===== config.mk =====
export PLATFORM = sky130hd
export DESIGN_NAME = pwm_ramp_controller
export DESIGN_NICKNAME = d
export VERILOG_FILES = /design/src/rtl/pwm_ramp_controller.sv
export SDC_FILE = /design/constraint.sdc
export NUM_CORES = 1
export LEC_CHECK = 0
export ABC_AREA = 1
export CAP_MARGIN = 20
export CORE_MARGIN = 3
export CORE_UTILIZATION = 58
export CTS_BUF_LIST = sky130_fd_sc_hd__clkbuf_4 sky130_fd_sc_hd__clkbuf_8 sky130_fd_sc_hd__clkbuf_16
export CTS_CLUSTER_SIZE = 28
export DETAILED_ROUTE_END_ITERATION = 10
export PLACE_DENSITY = 0.86
export SYNTH_ARGS = -nofsm -noshare
export SYNTH_HDL_FRONTEND = slang
export SYNTH_SLANG_ARGS = --single-unit

===== constraint.sdc =====
create_clock -name clk -period 4.5 [get_ports clk]
set_input_delay 0.675 -clock clk [delete_from_list [all_inputs] [get_ports clk]]
set_output_delay 0.675 -clock clk [all_outputs]
set_load 0.02 [all_outputs]

===== src/rtl/pwm_ramp_controller.sv =====
// ---------------------------------------------------------------------------
// pwm_ramp_controller
//
// Walks the PWM duty cycle toward a target written over SPI in bounded
// steps.  Steps are only taken on PWM period boundaries (period_tick), so
// the PWM peripheral never sees its duty value change mid-period.
//
// Ports:
//   clk, rst_n    : single clock, asynchronous active-low reset
//   target_duty   : requested duty cycle (sampled when target_valid=1)
//   target_valid  : one-cycle write strobe for target_duty
//   step_size     : duty increment per step (0 behaves as 1)
//   rate_div      : one step every rate_div+1 period ticks
//   bypass        : apply a new target immediately, without ramping
//   period_tick   : one-cycle pulse at each PWM counter wrap
//   duty_out      : registered duty cycle to the PWM peripheral
//   busy          : high while a ramp is in progress
//   done          : one-cycle pulse when duty_out reaches the latched target
//   state_dbg     : current FSM state (0 idle, 1 ramp up, 2 ramp down)
//
// Handshake: target_valid is a fire-and-forget strobe with no ready; every
// strobe is accepted in the cycle it is high, and it wins over a
// period_tick in the same cycle (the tick is then dropped entirely).
// ---------------------------------------------------------------------------
module pwm_ramp_controller #(
    parameter int WIDTH     = 8,
    parameter int DIV_WIDTH = 8
) (
    input  logic                 clk,
    input  logic                 rst_n,
    input  logic [WIDTH-1:0]     target_duty,
    input  logic                 target_valid,
    input  logic [3:0]           step_size,
    input  logic [DIV_WIDTH-1:0] rate_div,
    input  logic                 bypass,
    input  logic                 period_tick,
    output logic [WIDTH-1:0]     duty_out,
    output logic                 busy,
    output logic                 done,
    output logic [1:0]           state_dbg
);

    localparam logic [1:0] ST_IDLE      = 2'd0;
    localparam logic [1:0] ST_RAMP_UP   = 2'd1;
    localparam logic [1:0] ST_RAMP_DOWN = 2'd2;

    logic [1:0]           state_q,   state_d;
    logic [WIDTH-1:0]     duty_q,    duty_d;
    logic [WIDTH-1:0]     target_q,  target_d;
    logic [DIV_WIDTH-1:0] div_cnt_q, div_cnt_d;
    logic                 busy_q,    busy_d;
    logic                 done_q,    done_d;

    // Step arithmetic is done one bit wider than the duty value so that an
    // overshoot past the top of the range is visible and clamped, never
    // wrapped.
    logic [WIDTH:0]       step_eff;
    logic [WIDTH:0]       up_sum;
    logic [WIDTH:0]       dn_diff;
    logic [WIDTH-1:0]     up_next;
    logic [WIDTH-1:0]     dn_next;
    logic [WIDTH-1:0]     step_next;

    always_comb begin
        step_eff = {{(WIDTH-3){1'b0}}, step_size};
        if (step_size == 4'd0) begin
            step_eff = (WIDTH+1)'(1);
        end

        up_sum  = {1'b0, duty_q} + step_eff;
        up_next = (up_sum >= {1'b0, target_q}) ? target_q : up_sum[WIDTH-1:0];

        // Subtraction floors at zero before clamping to the target.
        dn_diff = ({1'b0, duty_q} >= step_eff) ? ({1'b0, duty_q} - step_eff)
                                               : '0;
        dn_next = (dn_diff <= {1'b0, target_q}) ? target_q : dn_diff[WIDTH-1:0];

        step_next = (state_q == ST_RAMP_UP) ? up_next : dn_next;
    end

    always_comb begin
        state_d   = state_q;
        duty_d    = duty_q;
        target_d  = target_q;
        div_cnt_d = div_cnt_q;
        busy_d    = busy_q;
        done_d    = 1'b0;

        if (target_valid) begin
            target_d = target_duty;
            if (bypass) begin
                duty_d  = target_duty;
                state_d = ST_IDLE;
                busy_d  = 1'b0;
                done_d  = 1'b1;
            end else if (target_duty == duty_q) begin
                state_d = ST_IDLE;
                busy_d  = 1'b0;
                done_d  = 1'b1;
            end else begin
                state_d = (target_duty > duty_q) ? ST_RAMP_UP : ST_RAMP_DOWN;
                busy_d  = 1'b1;
                // A retarget mid-ramp keeps the divider phase; only a fresh
                // ramp out of idle restarts it.
                if (state_q == ST_IDLE) begin
                    div_cnt_d = '0;
                end
            end
        end else if (period_tick && (state_q != ST_IDLE)) begin
            if (div_cnt_q == rate_div) begin
                div_cnt_d = '0;
                duty_d    = step_next;
                if (step_next == target_q) begin
                    state_d = ST_IDLE;
                    busy_d  = 1'b0;
                    done_d  = 1'b1;
                end
            end else begin
                div_cnt_d = div_cnt_q + 1'b1;
            end
        end
    end

    always_ff @(posedge clk or negedge rst_n) begin
        if (!rst_n) begin
            state_q   <= ST_IDLE;
            duty_q    <= '0;
            target_q  <= '0;
            div_cnt_q <= '0;
            busy_q    <= 1'b0;
            done_q    <= 1'b0;
        end else begin
            state_q   <= state_d;
            duty_q    <= duty_d;
            target_q  <= target_d;
            div_cnt_q <= div_cnt_d;
            busy_q    <= busy_d;
            done_q    <= done_d;
        end
    end

    assign duty_out  = duty_q;
    assign busy      = busy_q;
    assign done      = done_q;
    assign state_dbg = state_q;

endmodule


Yosys cells after proc, flatten, opt, wreduce, memory -nomap -nowiden:

Cells that the tools add are included.

* logic and storage cells: 65
* flip-flop bits (word level): 28
* input bits: 25
* output and inout port bits: 12

* $lt $le $gt $ge: 4
* reductions and logical operators: 10
* add/subtract/negate cells: 3
* equal/unequal tests: 8
* muxes and demuxes: 34

Operators by type and width (count)
* $mux 8: 13
* $eq 8x8->1: 3
* $mux 2: 7
* $mux 1: 12
* $add 8x9->9: 1
* $ge 8x9->1: 1
* $ge 9x8->1: 1
* $le 9x8->1: 1
* $mux 9: 1
* $sub 8x9->9: 1
* $add 8x1->8 const B: 1
* $gt 8x8->1: 1
* $reduce_bool 2->1: 4
* $reduce_and 3->1: 2
* $logic_not 4->1: 1
* $mux 4: 1
* $ne 2x1->1 const B: 2
* $ne 2x2->1 const B: 2
* $reduce_and 4->1: 1
* $eq 2x1->1 const B: 1
* $logic_not 2->1: 1
* $logic_and 1x1->1: 1

Depth between registers and ports, before layout:

Gate-level depths: netlist of run 1.

* depth in word-level cells: 12
* gate-level depth with buffers: 32
* depth with buffers taken out: 31

Worst setup path before layout of run 1:

OpenSTA, ideal clock, no wires.

* path kind: input port to flip-flop
* from: input step_size[2]
* to: register state_q[0] (netlist: state_dbg[0])
* slack: 0.723 ns
* setup time: 0.118 ns
* cell stages on the path: 31
* required time: 4.382 ns
* arrival: 3.659 ns
* path buffers: 1
* path through: inv_1 a31o_2 ha_1 fa_1 inv_1 nand2_1 a21oi_1 nor2_1 inv_1 a21oi_1 ha_1 nand2_1 nor2_1 nand2_1 nand3_1 nand2_1 nand2_1 nand2_1 nand3_2 nand2_2 buf_6 nand2_2 nand3_2 nand2_1 nand2_1 nand2_1 nand2_1 nor2_2 nand3_2 nand3_1 nand2_1

* word-level cells in the longest chain between the ends: 10
* elaborated cells between the ends (all ways): 14
* those cells by class: add/sub (2); order compare (3); eq/ne (1); mux (5); reduce/logical (3)

Ends and longest elaborated chain
* from (decl): line 33 `input logic [3:0] step_size,`
* $logic_not 4->1: line 66 `if (step_size == 4'd0) begin`
* $mux 4 *: line 66
* $sub 8x9->9 / $ge 8x9->1 (equally long branches): line 74 `dn_diff = ({1'b0, duty_q} >= step_eff) ? ({1'b0, duty_q} - step_eff)`
* $mux 9: line 74
* $le 9x8->1: line 76 `dn_next = (dn_diff <= {1'b0, target_q}) ? target_q : dn_diff[WIDTH-1:0];`
* $mux 8: line 76
* $mux 8 *: line 78 `step_next = (state_q == ST_RAMP_UP) ? up_next : dn_next;`
* $eq 8x8->1 *: line 113 `if (step_next == target_q) begin`
* $reduce_bool 2->1 (no source line) *
* $reduce_and 3->1 (no source line) *
* to (signal assigned): line 133 `state_q <= state_d;`
* to (decl): line 47 `logic [1:0] state_q, state_d;`

Every way passes the cells marked *; elsewhere a longest branch is shown, timed or not.
A chain may end at the register's enable or synchronous reset.

Final worst setup path of run 1:

* from: input step_size[2]
* to: register state_q[1] (netlist: state_dbg[1])

The elaborated chain is that of the path after synthesis.

==> flow_summary.json, run 1 <==
{
  "use_met2_pct": 50.7,
  "leakage_nw": 2.06,
  "clkTransAtPathRegs_ps": 110,
  "ant_nets": 0,
  "htree_levels": 1,
  "final_common_cell": "nand2_1",
  "status": "finished clean",
  "crit_fanout": 5,
  "clkLatencyLatePin_ps": 280,
  "hold_start": "busy",
  "setup_ws_ps": 376,
  "vias": 3497,
  "max_cap_violations": 0,
  "drt_iter0_drc": 354,
  "cpMostUsedCell": "nand2_1",
  "grt_pass1_wl_um": 15500,
  "grt_usage_pct": 30.5,
  "yosys.cell_types.count": 39,
  "core_area_um2": 5240,
  "yosys_warnings": 0,
  "antenna_found_initial": 0,
  "slowest_delay_ps": 390,
  "tightest_slew_ps": 861,
  "pin_count": 37,
  "gp_congestion": 1.04,
  "synth-seq-cells": 28,
  "wire_per_inst_um": 16.4,
  "cp-end-kind": "register",
  "skew_ps": 9.39,
  "rows": 26,
  "grt_pass1_vias": 3359,
  "setup_viol": 0,
  "crit_slowest_cell": "fa_2",
  "layout-drive-gt1-share_pct": 20.4,
  "setup-tns-final_ps": 0,
  "gr-total-overflow": 0,
  "synth_nets": 531,
  "fp.dieH_um": 80.6,
  "gr-usage-met1_pct": 40.3,
  "post-route-min-period_ps": 4120,
  "die-area_um2": 6500,
  "start_util_pct": 61.6,
  "top_usage_layer": "met2",
  "cts_tree": "yes",
  "port_buffers": 36,
  "route.detailed.drc": 0,
  "hold_buffers": 0,
  "clockRootBuffer": "clkbuf_8",
  "worst_setup_path_start_kind": "input pin",
  "drv_slew": 0,
  "ir_drop_mv": 0.281,
  "syn_to_final_growth_pct": 25.8,
  "rsz0062_at_grt": "no",
  "viasPerCell": 5.83,
  "antenna_cells": 0,
  "hold_path_class": "register to register",
  "final_cell_mix": "nand2_1, inv_1, nand3_1",
  "syn_avg_cell_area_um2": 6.85,
  "p_per_area_nw_per_um2": 495,
  "arrival_ps": 4300,
  "dp.final_hpwl_um": 7520,
  "nets": 591,
  "slew_headroom_pct": 42.4,
  "route.final.wire_length_um": 9870,
  "r2r_start": "duty_out[0]",
  "cts_sinks": 28,
  "grt_start_max_net_pins": 29,
  "finalCritPeriodShare_pct": 91.6,
  "hold_viol": 0,
  "numCtsBuffers": 3,
  "syn-cell-area_um2": 3230,
  "netlist_instances": 471,
  "grtUsageMet3_pct": 5.04,
  "ys_seq_area_share_pct": 21.7,
  "crit_start": "step_size[2]",
  "fmax_ghz": 0.242,
  "dp_slack_ps": -210,
  "fp.dieW_um": 80.6,
  "firstDrtPassIters": 5,
  "cp.required_ps": 4680,
  "cts_buffer_depth": 2,
  "nFillCells": 384,
  "path_class": "input pin to register"
}
==> through the flow <==
stage	power [mW]	instances	cell area (µm²)	utilization, %	hold slack (ps)
after floorplan	1.22	471	3230	-	379
after global placement	1.57	593	3780	72.2	507
after detailed placement	1.61	593	3780	72.2	509
after CTS	1.82	597	3850	73.5	539
after global routing	2.16	600	4060	77.5	590
final	2.01	600	4060	77.5	540
==> layer usage <==
metal	part of all wire, %	vias to the layer above
met4	3.0	0
met1	42	1611
met5	0	-
met3	8.2	27
li1	-	1660
met2	47	199
==> where the power goes <==
group	internal [mW]	switching, mW	leakage, nW
sequential	0.291	0.0799	0.347
combinational	0.599	0.837	1.68
clock	0.119	0.0848	0.0357
==> cell type report <==
type / count / area (µm²) / share of cell area, %
Sequential cell: 28 / 701 / 17.3
Clock buffer: 3 / 41.3 / 1.02
Multi-Input combinational cell: 364 / 2310 / 56.9
Clock inverter: 1 / 30.0 / 0.740
Inverter: 64 / 248 / 6.10
Timing Repair Buffer: 70 / 641 / 15.8
Tap cell: 70 / 87.6 / 2.16
==> worst max-delay path, delay by kind of cell <==
kind	cells	cell delay, ps
compound gates	4	750
fa+ha+maj	3	840
buf+inv	5	440
simple gates	18	1580
==> what timing repair did <==
action,4_1_cts,5_1_grt
endpoints found under the setup margin,0,10
setup buffers,0,3
gates resized for setup,0,45
==> synth_stat cells, drive strengths merged <==
cell type	n	area, µm²
nand2	133	529
nand3	74	440
inv	64	248
nor2	39	174
ha	33	413
dfrtp	28	701
o21ai	17	92.6
a21oi	16	91.3
buf	10	96.4
xnor2	10	87.6
a31oi	9	56.3
nor3	7	35.0
clkbuf	5	32.5
nand3b	5	37.5
xor2	5	43.8
nand4	3	18.8
a31o	2	17.5
fa	2	40.0
a211oi	1	7.51
a21boi	1	7.51
a21o	1	7.51
a2bb2oi	1	8.76
a32o	1	10.0
and3	1	6.26
nor4	1	6.26
o211ai	1	12.5
o31ai	1	7.51
==> sequential cells by signal, indices dropped and copies added (netlist names) <==
signal,count
div_cnt_q,8
duty_out,8
target_q,8
state_dbg,2
busy,1
done,1
==> path summary, 6_finish.rpt <==
path | slack [ps] | depth (start not counted) | endpoint
hold reg to reg | 540 | 2 | busy
hold / removal | 540 | 2 | busy
max in group asynchronous | 3460 | 2 | target_q[3]
min in group asynchronous | 760 | 2 | div_cnt_q[5]
setup / recovery | 380 | 30 | state_dbg[1]
setup reg to reg | 580 | 28 | state_dbg[1]
==> cell families after synthesis <==
group | count (synthesis) | share of synthesized area, %
buf+inv | 79 | 11.7
compound gates | 51 | 9.88
xor+xnor | 15 | 4.07
simple gates | 263 | 38.6
flops | 28 | 21.7
fa+ha+maj | 35 | 14.0
(Power assumes the default switching activity.)
==> inputs of run 2 (changes only) <==
--- a/config.mk
+++ b/config.mk
@@ -6,13 +6,14 @@
 export NUM_CORES = 1
 export LEC_CHECK = 0
 export ABC_AREA = 1
+export ABC_CLOCK_PERIOD_IN_PS = 4500
 export CAP_MARGIN = 20
 export CORE_MARGIN = 3
-export CORE_UTILIZATION = 58
+export CORE_UTILIZATION = 46
 export CTS_BUF_LIST = sky130_fd_sc_hd__clkbuf_4 sky130_fd_sc_hd__clkbuf_8 sky130_fd_sc_hd__clkbuf_16
 export CTS_CLUSTER_SIZE = 28
 export DETAILED_ROUTE_END_ITERATION = 10
-export PLACE_DENSITY = 0.86
+export PLACE_DENSITY = 0.71
 export SYNTH_ARGS = -nofsm -noshare
 export SYNTH_HDL_FRONTEND = slang
 export SYNTH_SLANG_ARGS = --single-unit
==> flow_summary.json, run 2 (same netlist as run 1, synthesis figures left out) <==
{
  "hold_viol": 0,
  "nFillCells": 583,
  "worst_setup_path_start_kind": "input pin",
  "vias": 3333,
  "crit_fanout": 4,
  "final_area_um2": 4140,
  "cts_tree": "yes",
  "gr-total-overflow": 0,
  "fp.dieW_um": 89.8,
  "cts_buffer_depth": 2,
  "rsz0062_at_grt": "no",
  "cp-end-kind": "register",
  "rows": 29,
  "slowest_delay_ps": 420,
  "setup_viol": 0,
  "placed_cell_area_um2": 3910,
  "tightest_slew_ps": 821,
  "route.detailed.drc": 0,
  "port_buffers": 36,
  "hold_start": "busy",
  "cts_sinks": 28,
  "min_path_cells": 2,
  "grt_pass1_wl_um": 14300,
  "p_per_area_nw_per_um2": 474,
  "cpMostUsedCell": "nand2_1",
  "switching_power_mw": 0.949,
  "wire_per_inst_um": 14.0,
  "pin_count": 37,
  "power.share.combinational_pct": 73.3,
  "hold_path_class": "register to register",
  "p_sw_share_pct": 48.4,
  "core_area_um2": 6570,
  "status": "finished clean",
  "r2r_start": "duty_out[0]",
  "finalCritPeriodShare_pct": 95.0,
  "numCtsBuffers": 3,
  "drt_iter0_drc": 209,
  "fin_hold_ws_ps": 532,
  "post-route-min-period_ps": 4270,
  "max_cap_violations": 0,
  "final_common_cell": "nand2_1",
  "finish.utilization_pct": 63.0,
  "ir_drop_mv": 0.254,
  "clkTransAtPathRegs_ps": 90,
  "finalPower_mw": 1.96,
  "cp.required_ps": 4670,
  "reg2reg_slack_ps": 630,
  "layout-drive-gt1-share_pct": 21.0,
  "start_util_pct": 49.2,
  "antenna_found_initial": 0,
  "route.final.wire_length_um": 8890,
  "htree_levels": 1,
  "leakage_nw": 2.11,
  "dp_cells": 629,
  "r2r_end": "state_dbg[1]",
  "regArea_um2": 701,
  "crit_slowest_cell": "clkdlybuf4s50_1",
  "fp.dieH_um": 89.8,
  "dp.final_hpwl_um": 7160,
  "stdcell_count": 637,
  "fmax_ghz": 0.234,
  "final_cell_mix": "nand2_1, inv_1, nand3_1",
  "viasPerCell": 5.23,
  "grt_usage_pct": 21.1,
  "syn_to_final_growth_pct": 28.3,
  "cp_top_family": "simple AND/OR/NAND/NOR gates",
  "min_to": "busy",
  "grt_pass1_vias": 3177,
  "ant_nets": 0,
  "clockRootBuffer": "clkbuf_8",
  "pwr-share-clk_pct": 8.0,
  "clkLatencyLatePin_ps": 270,
  "worst_r2r_path_depth": 28,
  "drv_slew": 0,
  "multi_input_area_um2": 2270,
  "nets": 605,
  "critPathBufInv": 4,
  "gp_congestion": 0.929,
  "skew_ps": 1.74,
  "p_seq_share_pct": 18.7,
  "grt_start_max_net_pins": 29,
  "slew_headroom_pct": 45.1,
  "firstDrtPassIters": 5,
  "arrival_ps": 4440,
  "path_class": "input pin to register",
  "die-area_um2": 8060,
  "antenna_cells": 0,
  "p_int_mw": 1.01
}
[run 2: cell type report]
cell class	instances	area share, %
well taps	93	2.81
clock buffers	4	1.33
multi-input cells	364	54.8
inverters	64	5.98
repair buffers	84	18.2
flip-flops and latches	28	16.9
[run 2: worst max-delay path by stage]
stage,to,start,slack [ps],cells after the start
floorplan,state_dbg[0],step_size[2],720,31
global placement,busy,step_size[2],-70,30
detailed placement,state_dbg[1],step_size[2],-260,29
CTS,state_dbg[1],step_size[2],10,29
global route,state_dbg[1],step_size[0],40,29
finish,state_dbg[1],step_size[0],230,29
[run 2: timing repair]
action                     in CTS  in global routing
gates resized for setup         0                 36
hold buffers                    0                  0
buffers inserted                0                  4
setup endpoints to repair       0                 10
[run 2: per-stage QoR]
step / setup slack, ps / setup TNS (ps)
after floorplan: 723 / 0
after global placement: -74.2 / -287
after detailed placement: -258 / -979
after CTS: 14.2 / 0
after global routing: 39.3 / 0
final: 227 / 0
[run 2: power groups by stage]
| stage | sequential, mW | combinational [mW] | clock [mW] |
|---|---|---|---|
| floorplan | 0.368 | 0.850 | 0 |
| global route | 0.373 | 1.59 | 0.170 |
| detailed placement | 0.369 | 1.29 | 0 |
| global placement | 0.366 | 1.26 | 0 |
| CTS | 0.364 | 1.29 | 0.158 |
| finish | 0.367 | 1.44 | 0.156 |
[run 2: metal layers]
layer | part of all wire, % | GRT usage (%) | vias up
met5 | 0 | 0 | -
met4 | 1.6 | 6.51 | 0
met3 | 4.2 | 1.42 | 12
met2 | 47 | 35.2 | 107
met1 | 47 | 29.2 | 1528
li1 | - | - | 1686
[run 2: worst min-delay path: cells and delay by family, from the launching register on]
| kind | cells | cell delay [ps] |
|---|---|---|
| flip-flops | 1 | 370 |
| AND/OR/NAND/NOR | 2 | 130 |
==> inputs of run 3 (changes only) <==
--- a/config.mk
+++ b/config.mk
@@ -11,7 +11,6 @@
 export CORE_MARGIN = 3
 export CORE_UTILIZATION = 46
 export CTS_BUF_LIST = sky130_fd_sc_hd__clkbuf_4 sky130_fd_sc_hd__clkbuf_8 sky130_fd_sc_hd__clkbuf_16
-export CTS_CLUSTER_SIZE = 28
 export DETAILED_ROUTE_END_ITERATION = 10
 export PLACE_DENSITY = 0.71
 export SYNTH_ARGS = -nofsm -noshare
==> results of run 3 <==
Final layout, timing and power as in run 2 (identical DEF).
==> RTL edit (flow settings as in run 1) <==
Put one more register stage on the output `done`, cleared by the reset. The value now appears one clock later. The other outputs are not delayed to match. Comments in the files are not updated.
--- a/src/rtl/pwm_ramp_controller.sv
+++ b/src/rtl/pwm_ramp_controller.sv
@@ -141,7 +141,13 @@
 
     assign duty_out  = duty_q;
     assign busy      = busy_q;
-    assign done      = done_q;
+    always_ff @(posedge clk or negedge rst_n) begin
+        if (!rst_n) begin
+            done <= '0;
+        end else begin
+            done <= done_q;
+        end
+    end
     assign state_dbg = state_q;
 
 endmodule
Check against the original RTL: not equivalent (Yosys sat finds a counterexample within 4 cycles, from zero or initial values and one cycle with rst_n low).
==> RTL edit against run 1 <==
  * Worst setup slack got worse by 0.071 ns
  * Sequential share of layout area increased by 0.84 points
  * Routed wire length decreased by 6.6%
  * Final area decreased by 1.2%
  * Power decreased by 0.91%
  * Sequential cell count increased by 1
  * Via count decreased by 1.5%
  * Die area decreased by 1.7%
  * Core utilization decreased by 0.48 points
  * Register-to-register slack improved by 0.19 ns
  * Synthesized area decreased by 1.8%
  * Global-route usage decreased by 1.3 points
  * Final cell count increased by 1.7%
  * Critical path type unchanged
  * Largest cell class unchanged
==> RTL edit: results (changes against run 1) <==
| Metric | Value |
|---|---|
| Clock skew | 0.00348 ns (-0.00592 ns) |
| Warnings from Yosys | 0 (unchanged) |
| TritonCTS Buffers | 5 (+2) |
| Via density | 5.65 (-3.1%) |
| Nets | 599 (+1.4%) |
| Rel. slew slack | 0.454 (+0.0302) |
| Critical Path AT | 4.37 ns (+0.07 ns) |
| Share of post-route cells with drive strength above 1 | 0.180 (-0.0241) |
| Count of cell types in the netlist | 38 (-2.6%) |
| Root buf cell | clkbuf_8 |
| Latest clock arrival within the worst-skew pair | 0.28 ns (about the same) |
| Min-delay worst type | register to register |
| P_int | 983 µW (-2.5%) |
| Iter 0 DRT Violations | 327 (-7.6%) |
| Post-synth ARST share | 1.00 (unchanged) |
| Initial antenna violation count | 0 (unchanged) |
| Mapped Cells | 475 (+0.85%) |
| Area after DPL | 3740 µm² (-1.1%) |
| Antenna cells | 0 (unchanged) |
| GRT Overall Usage | 0.292 (-0.0132) |
| Seq. pwr | 378 µW (+2%) |
| Crit-path max FO | 6 (+1) |
| Avg WL per Cell | 15.1 µm (-8.1%) |
| GP Congestion | 1.00 (-4.0%) |
| CTS clock-pin slew for the worst setup and hold paths | 0.07 ns (-0.04 ns) |
| First-pass GRT wire length | 14600 µm (-5.5%) |
| Sequential cell area fraction in the yosys report | 0.229 (+0.0118) |
| Die Width | 79.9 µm (-0.83%) |
| Vias | 3445 (-1.5%) |
| P_leak | 2.07 nW (+0.29%) |
| Outcome | completed |
| Clk. pwr | 217 µW (+6%) |
| Max incr delay on CP | 0.41 ns (+0.02 ns) |
| Top post-synthesis cells by area | dfrtp_1 (23%), nand2_1 (15%), ha_1 (13%), nand3_1 (11%), inv_1 (7.1%) |
| Hpwl dp | 7150 µm (-4.8%) |
| Top cells by count, synth | nand2_1 (129), nand3_1 (70), inv_1 (60) |
| H-tree levels | 2 (+1) |
| Vias in the first global route | 3298 (-1.8%) |
| Port Buffers | 36 (unchanged) |
| Worst vdd ir | 0.326 mV (+16%) |
| Pin count of the biggest net entering global routing | 30 (+3.4%) |
| Crit path max-delay cell type | clkdlybuf4s50_1 |
| Placed cell count | 597 (+0.67%) |
| DRT Pass-1 Iters | 5 (unchanged) |
| Mapped Nets | 535 (+0.75%) |
==> RTL edit: cell types whose count changed after synthesis, moves of 3 or more <==
cell     before  now
a21oi_1      15   12
buf_2         2    5
inv_2         0    3
nand2_1     121  129
nand2_2      12    5
nand3_1      60   70
nand3_2      14    6
o21ai_0      15   18
==> RTL edit: area by class of cell <==
cell class	instances	area [µm²]
fill	381	1190
inverter	65	246
clock inverter	3	22.5
multi-input combinational	368	2240
timing repair buffer	70	623
tap	70	87.6
clock buffer	5	68.8
sequential	29	726
==> RTL edit: timing repair <==
item	in CTS	in global routing
cloned	0	2
setup endpoints to repair	3	12
pin swaps	0	18
buffers inserted	0	3
gates resized for setup	2	34
endpoints found under the hold margin	0	0
==> RTL edit: path summary, 6_finish.rpt <==
kind                            depth (start not counted)                       end                     from  slack (ns)
worst max-delay path                                   29  state_dbg[1]$_DFFE_PN0P_             step_size[0]        0.30
worst min-delay path                                    0            done$_DFF_PN0_         done_q$_DFF_PN0_        0.41
worst max register to register                         26  state_dbg[1]$_DFFE_PN0P_  duty_out[2]$_DFFE_PN0P_        0.77
worst min register to register                          0            done$_DFF_PN0_         done_q$_DFF_PN0_        0.41
max in group asynchronous                               2   duty_out[0]$_DFFE_PN0P_                    rst_n        3.44
min in group asynchronous                               2  div_cnt_q[4]$_DFFE_PN0P_                    rst_n        0.78
==> RTL edit: kinds of logic (layout without fill, tap and decap cells) <==
logic type                 count (synthesis)  count (layout)  synth area share
AOI/OAI and AO/OA                         46              46            0.0829
xor gates and xnor gates                  15              15            0.0414
adders and majority gates                 35              35             0.143
buffers and inverters                     80             143             0.113
DFF                                       29              29             0.229
and+or+nand+nor                          270             272             0.391
==> RTL edit: metrics by stage <==
stage	total power [mW]	util	hold slack (ns)	TNS [ns]	setup slack, ns
after floorplan	1.24	-	0.331	0	0.700
after global placement	1.58	0.719	0.381	-0.403	-0.124
after detailed placement	1.63	0.719	0.379	-1.80	-0.360
after CTS	1.86	0.738	0.403	0	0.0362
after global routing	2.17	0.770	0.410	0	0.0321
final	1.99	0.770	0.406	0	0.305
==> RTL edit: per-layer routing <==
metal  wire length [µm]  global-route usage  part of all wire  vias to the layer above
met5                  0                   0                 0                        -
met4                221               0.101             0.024                        0
met3                705              0.0440             0.077                       23
met2               4450               0.490              0.48                      176
met1               3830               0.379              0.42                     1561
li1                   -                   -                 -                     1685
==> RTL edit: critical path, delay by kind of cell <==
kind / cells / cell delay [ns]
adder cells (fa/ha/maj): 3 / 0.86
AND/OR/NAND/NOR: 19 / 1.70
AO/OA/AOI/OAI: 3 / 0.53
buffers and inverters: 4 / 0.60
